`src/rtl/fp_sink_pkg.sv`:
```
// Shared types and constants for the FPU result sink.
package fp_sink_pkg;

    typedef enum logic [1:0] {
        IDLE,
        RUN,
        DRAIN,
        DONE
    } sink_state_e;

    localparam int STATUS_W = 5;

    // Fibonacci taps 16,14,13,11 expressed as bit positions 15,13,12,10.
    localparam logic [15:0] LFSR_TAPS = 16'hB400;

    localparam logic [31:0] MISR_POLY_DEFAULT = 32'h04C11DB7;

endpackage

```
`src/rtl/sink_lfsr.sv`:
```
// 16-bit Fibonacci LFSR that produces the backpressure stall decision.
// It shifts left with the XOR of the tapped bits entering at bit 0, and it
// holds its value whenever i_en is low.
module sink_lfsr
    import fp_sink_pkg::*;
#(
    parameter logic [15:0] SEED = 16'hACE1
) (
    input  logic i_clk,
    input  logic i_rst_n,
    input  logic i_en,
    output logic o_stall
);

    logic [15:0] r_lfsr;
    logic        w_feedback;

    assign w_feedback = ^(r_lfsr & LFSR_TAPS);
    assign o_stall    = (r_lfsr[1:0] == 2'b00);

    // Advance the sequence only while the sink is actively consuming.
    always_ff @(posedge i_clk or negedge i_rst_n) begin
        if (!i_rst_n) begin
            r_lfsr <= SEED;
        end else if (i_en) begin
            r_lfsr <= {r_lfsr[14:0], w_feedback};
        end
    end

endmodule

```
`src/rtl/fp_result_sink.sv`:
```
// Consumer for the FPU output handshake. It accepts NUM_RESULTS results,
// folds each one into a MISR signature, ORs the status flags together,
// then waits END_DELAY cycles and raises end_sim_o.
// Optional macro FP_SINK_BACKPRESSURE_EN adds LFSR-driven ready stalls.
module fp_result_sink
    import fp_sink_pkg::*;
#(
    parameter int unsigned       WIDTH       = 32,
    parameter int unsigned       NUM_RESULTS = 16,
    parameter int unsigned       END_DELAY   = 10,
    parameter logic [WIDTH-1:0]  MISR_POLY   = WIDTH'(MISR_POLY_DEFAULT),
    parameter logic [15:0]       LFSR_SEED   = 16'hACE1
) (
    input  logic                clk_i,
    input  logic                rst_ni,
    input  logic                start_i,
    input  logic                valid_i,
    output logic                ready_o,
    input  logic [WIDTH-1:0]    result_i,
    input  logic [STATUS_W-1:0] status_i,
    input  logic                tag_i,
    output logic [15:0]         count_o,
    output logic [STATUS_W-1:0] status_acc_o,
    output logic [WIDTH-1:0]    signature_o,
    output logic [WIDTH-1:0]    last_result_o,
    output logic                last_tag_o,
    output logic                done_o,
    output logic                end_sim_o
);

    localparam bit          NO_RESULTS = (NUM_RESULTS == 0);
    localparam logic [15:0] LAST_IDX   = NO_RESULTS ? 16'd0 : 16'(NUM_RESULTS - 1);
    localparam logic [15:0] DRAIN_LAST = 16'(END_DELAY - 1);

    sink_state_e         r_state;
    sink_state_e         w_nextState;
    logic [15:0]         r_count;
    logic [STATUS_W-1:0] r_statusAcc;
    logic [WIDTH-1:0]    r_signature;
    logic [WIDTH-1:0]    r_lastResult;
    logic                r_lastTag;
    logic [15:0]         r_drainCnt;

    logic             w_inRun;
    logic             w_stall;
    logic             w_ready;
    logic             w_accept;
    logic [WIDTH-1:0] w_sigNext;

    assign w_inRun = (r_state == RUN);

`ifdef FP_SINK_BACKPRESSURE_EN
    sink_lfsr #(
        .SEED (LFSR_SEED)
    ) u_lfsr (
        .i_clk   (clk_i),
        .i_rst_n (rst_ni),
        .i_en    (w_inRun),
        .o_stall (w_stall)
    );
`else
    assign w_stall = 1'b0;
`endif

    // Ready is decoded purely from registered state so valid_i never loops back.
    assign w_ready  = w_inRun & ~w_stall;
    assign w_accept = valid_i & w_ready;

    assign w_sigNext = {r_signature[WIDTH-2:0], 1'b0}
                     ^ (r_signature[WIDTH-1] ? MISR_POLY : '0)
                     ^ result_i;

    assign ready_o       = w_ready;
    assign count_o       = r_count;
    assign status_acc_o  = r_statusAcc;
    assign signature_o   = r_signature;
    assign last_result_o = r_lastResult;
    assign last_tag_o    = r_lastTag;
    assign done_o        = (r_state == DRAIN) || (r_state == DONE);
    assign end_sim_o     = (r_state == DONE);

    // State register.
    always_ff @(posedge clk_i or negedge rst_ni) begin
        if (!rst_ni) begin
            r_state <= IDLE;
        end else begin
            r_state <= w_nextState;
        end
    end

    // Next-state decode; leaving RUN on the final accept keeps ready low afterwards.
    always_comb begin
        w_nextState = r_state;
        case (r_state)
            IDLE: begin
                if (start_i) begin
                    w_nextState = NO_RESULTS ? DRAIN : RUN;
                end
            end
            RUN: begin
                if (w_accept && (r_count == LAST_IDX)) begin
                    w_nextState = DRAIN;
                end
            end
            DRAIN: begin
                if (r_drainCnt == DRAIN_LAST) begin
                    w_nextState = DONE;
                end
            end
            DONE: begin
                w_nextState = DONE;
            end
            default: begin
                w_nextState = IDLE;
            end
        endcase
    end

    // Capture and compress every accepted result.
    always_ff @(posedge clk_i or negedge rst_ni) begin
        if (!rst_ni) begin
            r_count      <= '0;
            r_statusAcc  <= '0;
            r_signature  <= '0;
            r_lastResult <= '0;
            r_lastTag    <= 1'b0;
        end else if (w_accept) begin
            r_count      <= r_count + 16'd1;
            r_statusAcc  <= r_statusAcc | status_i;
            r_signature  <= w_sigNext;
            r_lastResult <= result_i;
            r_lastTag    <= tag_i;
        end
    end

    // Count cycles spent draining before the end-of-simulation strobe.
    always_ff @(posedge clk_i or negedge rst_ni) begin
        if (!rst_ni) begin
            r_drainCnt <= '0;
        end else if (r_state == DRAIN) begin
            r_drainCnt <= r_drainCnt + 16'd1;
        end
    end

endmodule
```
`config.mk`:
```
export PLATFORM = sky130hd
export DESIGN_NAME = fp_result_sink
export DESIGN_NICKNAME = d
export VERILOG_FILES = /design/src/rtl/fp_sink_pkg.sv /design/src/rtl/sink_lfsr.sv /design/src/rtl/fp_result_sink.sv
export SDC_FILE = /design/constraint.sdc
export NUM_CORES = 1
export LEC_CHECK = 0
export CORE_AREA = 3 3 99 101
export CTS_BUF_LIST = sky130_fd_sc_hd__clkbuf_16
export CTS_CLUSTER_SIZE = 40
export DETAILED_ROUTE_END_ITERATION = 6
export DIE_AREA = 0 0 102 104
export GPL_ROUTABILITY_DRIVEN = 0
export HOLD_SLACK_MARGIN = 0.05
export PLACE_DENSITY = 0.84
export SYNTH_ARGS = -nofsm -noshare
export SYNTH_HDL_FRONTEND = slang
export SYNTH_SLANG_ARGS = --single-unit
```
`constraint.sdc`:
```
create_clock -name clk_i -period 3 [get_ports clk_i]
set_clock_uncertainty 0.1 [all_clocks]
set_input_delay 0.9 -clock clk_i [delete_from_list [all_inputs] [get_ports clk_i]]
set_output_delay 0.9 -clock clk_i [all_outputs]
set_load 0.02 [all_outputs]
```
==> results.md <==
* Outcome: completed
* Post-Route WL at around 11 mm
* Diode count at 0
* Final setup viols at 0
* First-pass GRT wire length at 18.01 mm
* Max-slew headroom at between 60 and 70%
* CTS sink count at between 100 and 150
* Layout cells sized above 1 at a little under 7%
* Peak Freq at approximately 380 MHz
* # rows at 35
* WHS at roughly 0.36 ns
* Initial antenna violation count at 0
* Clock buffer depth at 2
* WHS Endpoint: status_acc_o[0]
* Type of the most critical hold path: flip-flop to flip-flop
* Syn nets at 490
* WP data arrival at about 1.6 ns
* Register area share after synthesis at 56.89%
* Tot Pwr at roughly 2.8 mW
* FILL cells at ~680
* Post-Route M1 WL at 4.610 mm
* Cells after synthesis at 445
* Num CTS Buffers at 9
* Crit path required time at roughly 2.0 ns
* GRT Overall Usage at 21.09%
* Unrepaired setup endpoints after global routing: no
* Slew Limit Fails at 0
* Hold_sp: status_acc_o[0]
* CTS resizes at 0
* Register bit count reported by yosys at roughly 100
* Worst r2r path cells at 4
* Setup slack after layout at a little under 0.4 ns
* Post-DRT Antenna Nets at 0
* HPWL after DPL at 7.767 mm
* # hold bufs at CTS at 0
* Maximum VDD drop at 339.1 uV
* TritonCTS clock tree: done
* Hold depth at 1
* Critical path endpoint category: output pin
* Leakage at about 3.0 nW
* YS warnings at 0
* DIE HEIGHT at around 100 um
* Wire per inst at around 15 um
* Setup TNS at 0 ns
* Fin. Hold Viols at 0
* Remaining DRCs at 0
* Fin crit period at 2.610 ns
* Vias in the first global route at about 3,700
* I/O pin count at approximately 130
* RR Endpoint: r_drainCnt[14]
* Worst-margin pin slew at roughly 0.58 ns
* Vias at 3,497
* Setup bufs post-CTS at 0
* R2R Setup Slk at between 1 and 1.5 ns
* Clk_lat worst skew at 0.33 ns
* Fin crit share at about 87%
* Initial core utilization at between 50 and 60%
* Port Buffers at 130
* Netlist Area Pre-Place at about 4600 um^2
* DR top layer: met4
* Die width at slightly above 100 um
* Most common cell after layout, fill and taps aside: nand2_1
* CTS Root Cell: clkbuf_16
* Die area at 10,610 um^2
* Worst-path clk slew at approximately 0.070 ns
* Avg Synthesized Cell Area at 10.28 um^2
* Most frequent cells in the layout: 146 x nand2_1, 129 x clkdlybuf4s50_1, 104 x dfrtp_1
* Power density cells at roughly 440 nW/um^2
* Vias per Instance at just over 5
* Met2 Wirelength at between 5 and 6 mm
* Maxcap violations at 0
* WS Path Type: flip-flop to output pin
* Reg2Reg Launch Point: r_state[0]
* Final net count at 620
* Core box area at between 9000 and 10,000 um^2
* Pin count of the biggest net entering global routing at 57
* DR iter-0 viols at between 100 and 150
* Gr ovfl total at 0
* Met3 routed wirelength at slightly above 600 um
* Netlist cell types at 33
* Worst Setup Start Kind: flip-flop
* Pre-CTS setup slack at 0.5243 ns
* Area growth from synthesis to layout at 38.10%
* Detailed Routing Iterations Pass 1 at 4
* H-tree Lvls at 3
* Max Fanout on Critical Path at 8
[metrics by stage]
stage          instance area (um^2)  cells  utilization (%)
3_5_place_dp                   5998    675            65.85
5_1_grt                        6317    691            69.35
3_3_place_gp                   5998    675            65.85
6_report                       6317    691            69.35
4_1_cts                        6317    691            69.35
2_1_floorplan                  4574    445                -
[cells by family (layout without fill, tap and decap cells)]
group	Yosys count	after routing	share of synthesized area (%)
and+or+nand+nor	198	198	20.84
DFF	104	104	56.89
xor gates and xnor gates	75	75	14.36
AOI/OAI and AO/OA	41	41	4.759
buffers and inverters	24	159	2.325
adders and majority gates	3	3	0.8207
[worst max-delay path by stage]
stage	from	slack (ns)	end	depth (start not counted)
final	r_state[0]	0.39	ready_o	2
after global routing	r_state[1]	0.26	end_sim_o	2
after floorplan	valid_i	1.10	count_o[13]	5
after detailed placement	valid_i	0.52	count_o[15]	5
after CTS	r_state[1]	0.37	end_sim_o	2
after global placement	valid_i	0.60	count_o[15]	5
[cell usage after synthesis, drive strengths merged]
cell    count  share of area, %
nand2     146                12
dfrtp     104                57
xnor2      49               9.4
o21ai      34               3.7
xor2       26               5.0
nand3      12               1.6
clkbuf     11              0.90
nor4        9               2.2
buf         8               1.0
nor3        7               1.4
nor2        6              0.49
a21o        5              0.82
inv         5              0.41
and3        4              0.55
ha          3              0.82
nand4       3              0.41
a21oi       2              0.22
nand3b      2              0.60
or2         2              0.33
and2        1              0.14
and3b       1              0.19
nand4b      1              0.19
nor2b       1              0.14
nor3b       1              0.27
or2b        1              0.16
or4b        1              0.22
[layer usage]
metal | vias up | GRT usage (%)
met5 | - | 0
met1 | 1712 | 27.76
met2 | 95 | 35.24
li1 | 1681 | -
met4 | 0 | 5.436
met3 | 9 | 4.561
[power breakdown]
group,total [mW],internal [mW],switching [mW]
Clock,1.25,0.733,0.515
Combinational,0.124,0.0684,0.0559
Sequential,1.40,1.40,0
Total,2.77,2.20,0.570
[final cells by class]
class	count	area [um^2]	share of cell area, %
Clock buffer	9	225.2	3.565
Clock inverter	7	93.84	1.485
Inverter	5	18.77	0.2971
Multi-Input combinational cell	317	1867	29.55
Sequential cell	104	2603	41.20
Tap cell	111	138.9	2.198
Timing Repair Buffer	138	1371	21.71
[sequential cells by signal, indices dropped and copies added, names as in the netlist]
register,count
signature_o,32
count_o,16
r_state,2
status_acc_o,5
last_tag_o,1
r_drainCnt,16
last_result_o,32
[critical path: stages, from the launching register on]
cell	delay (ns)
dfrtp_1	0.50
nor2b_1	0.17
clkdlybuf4s50_1	0.61
Power figures use the tool's default switching activity.
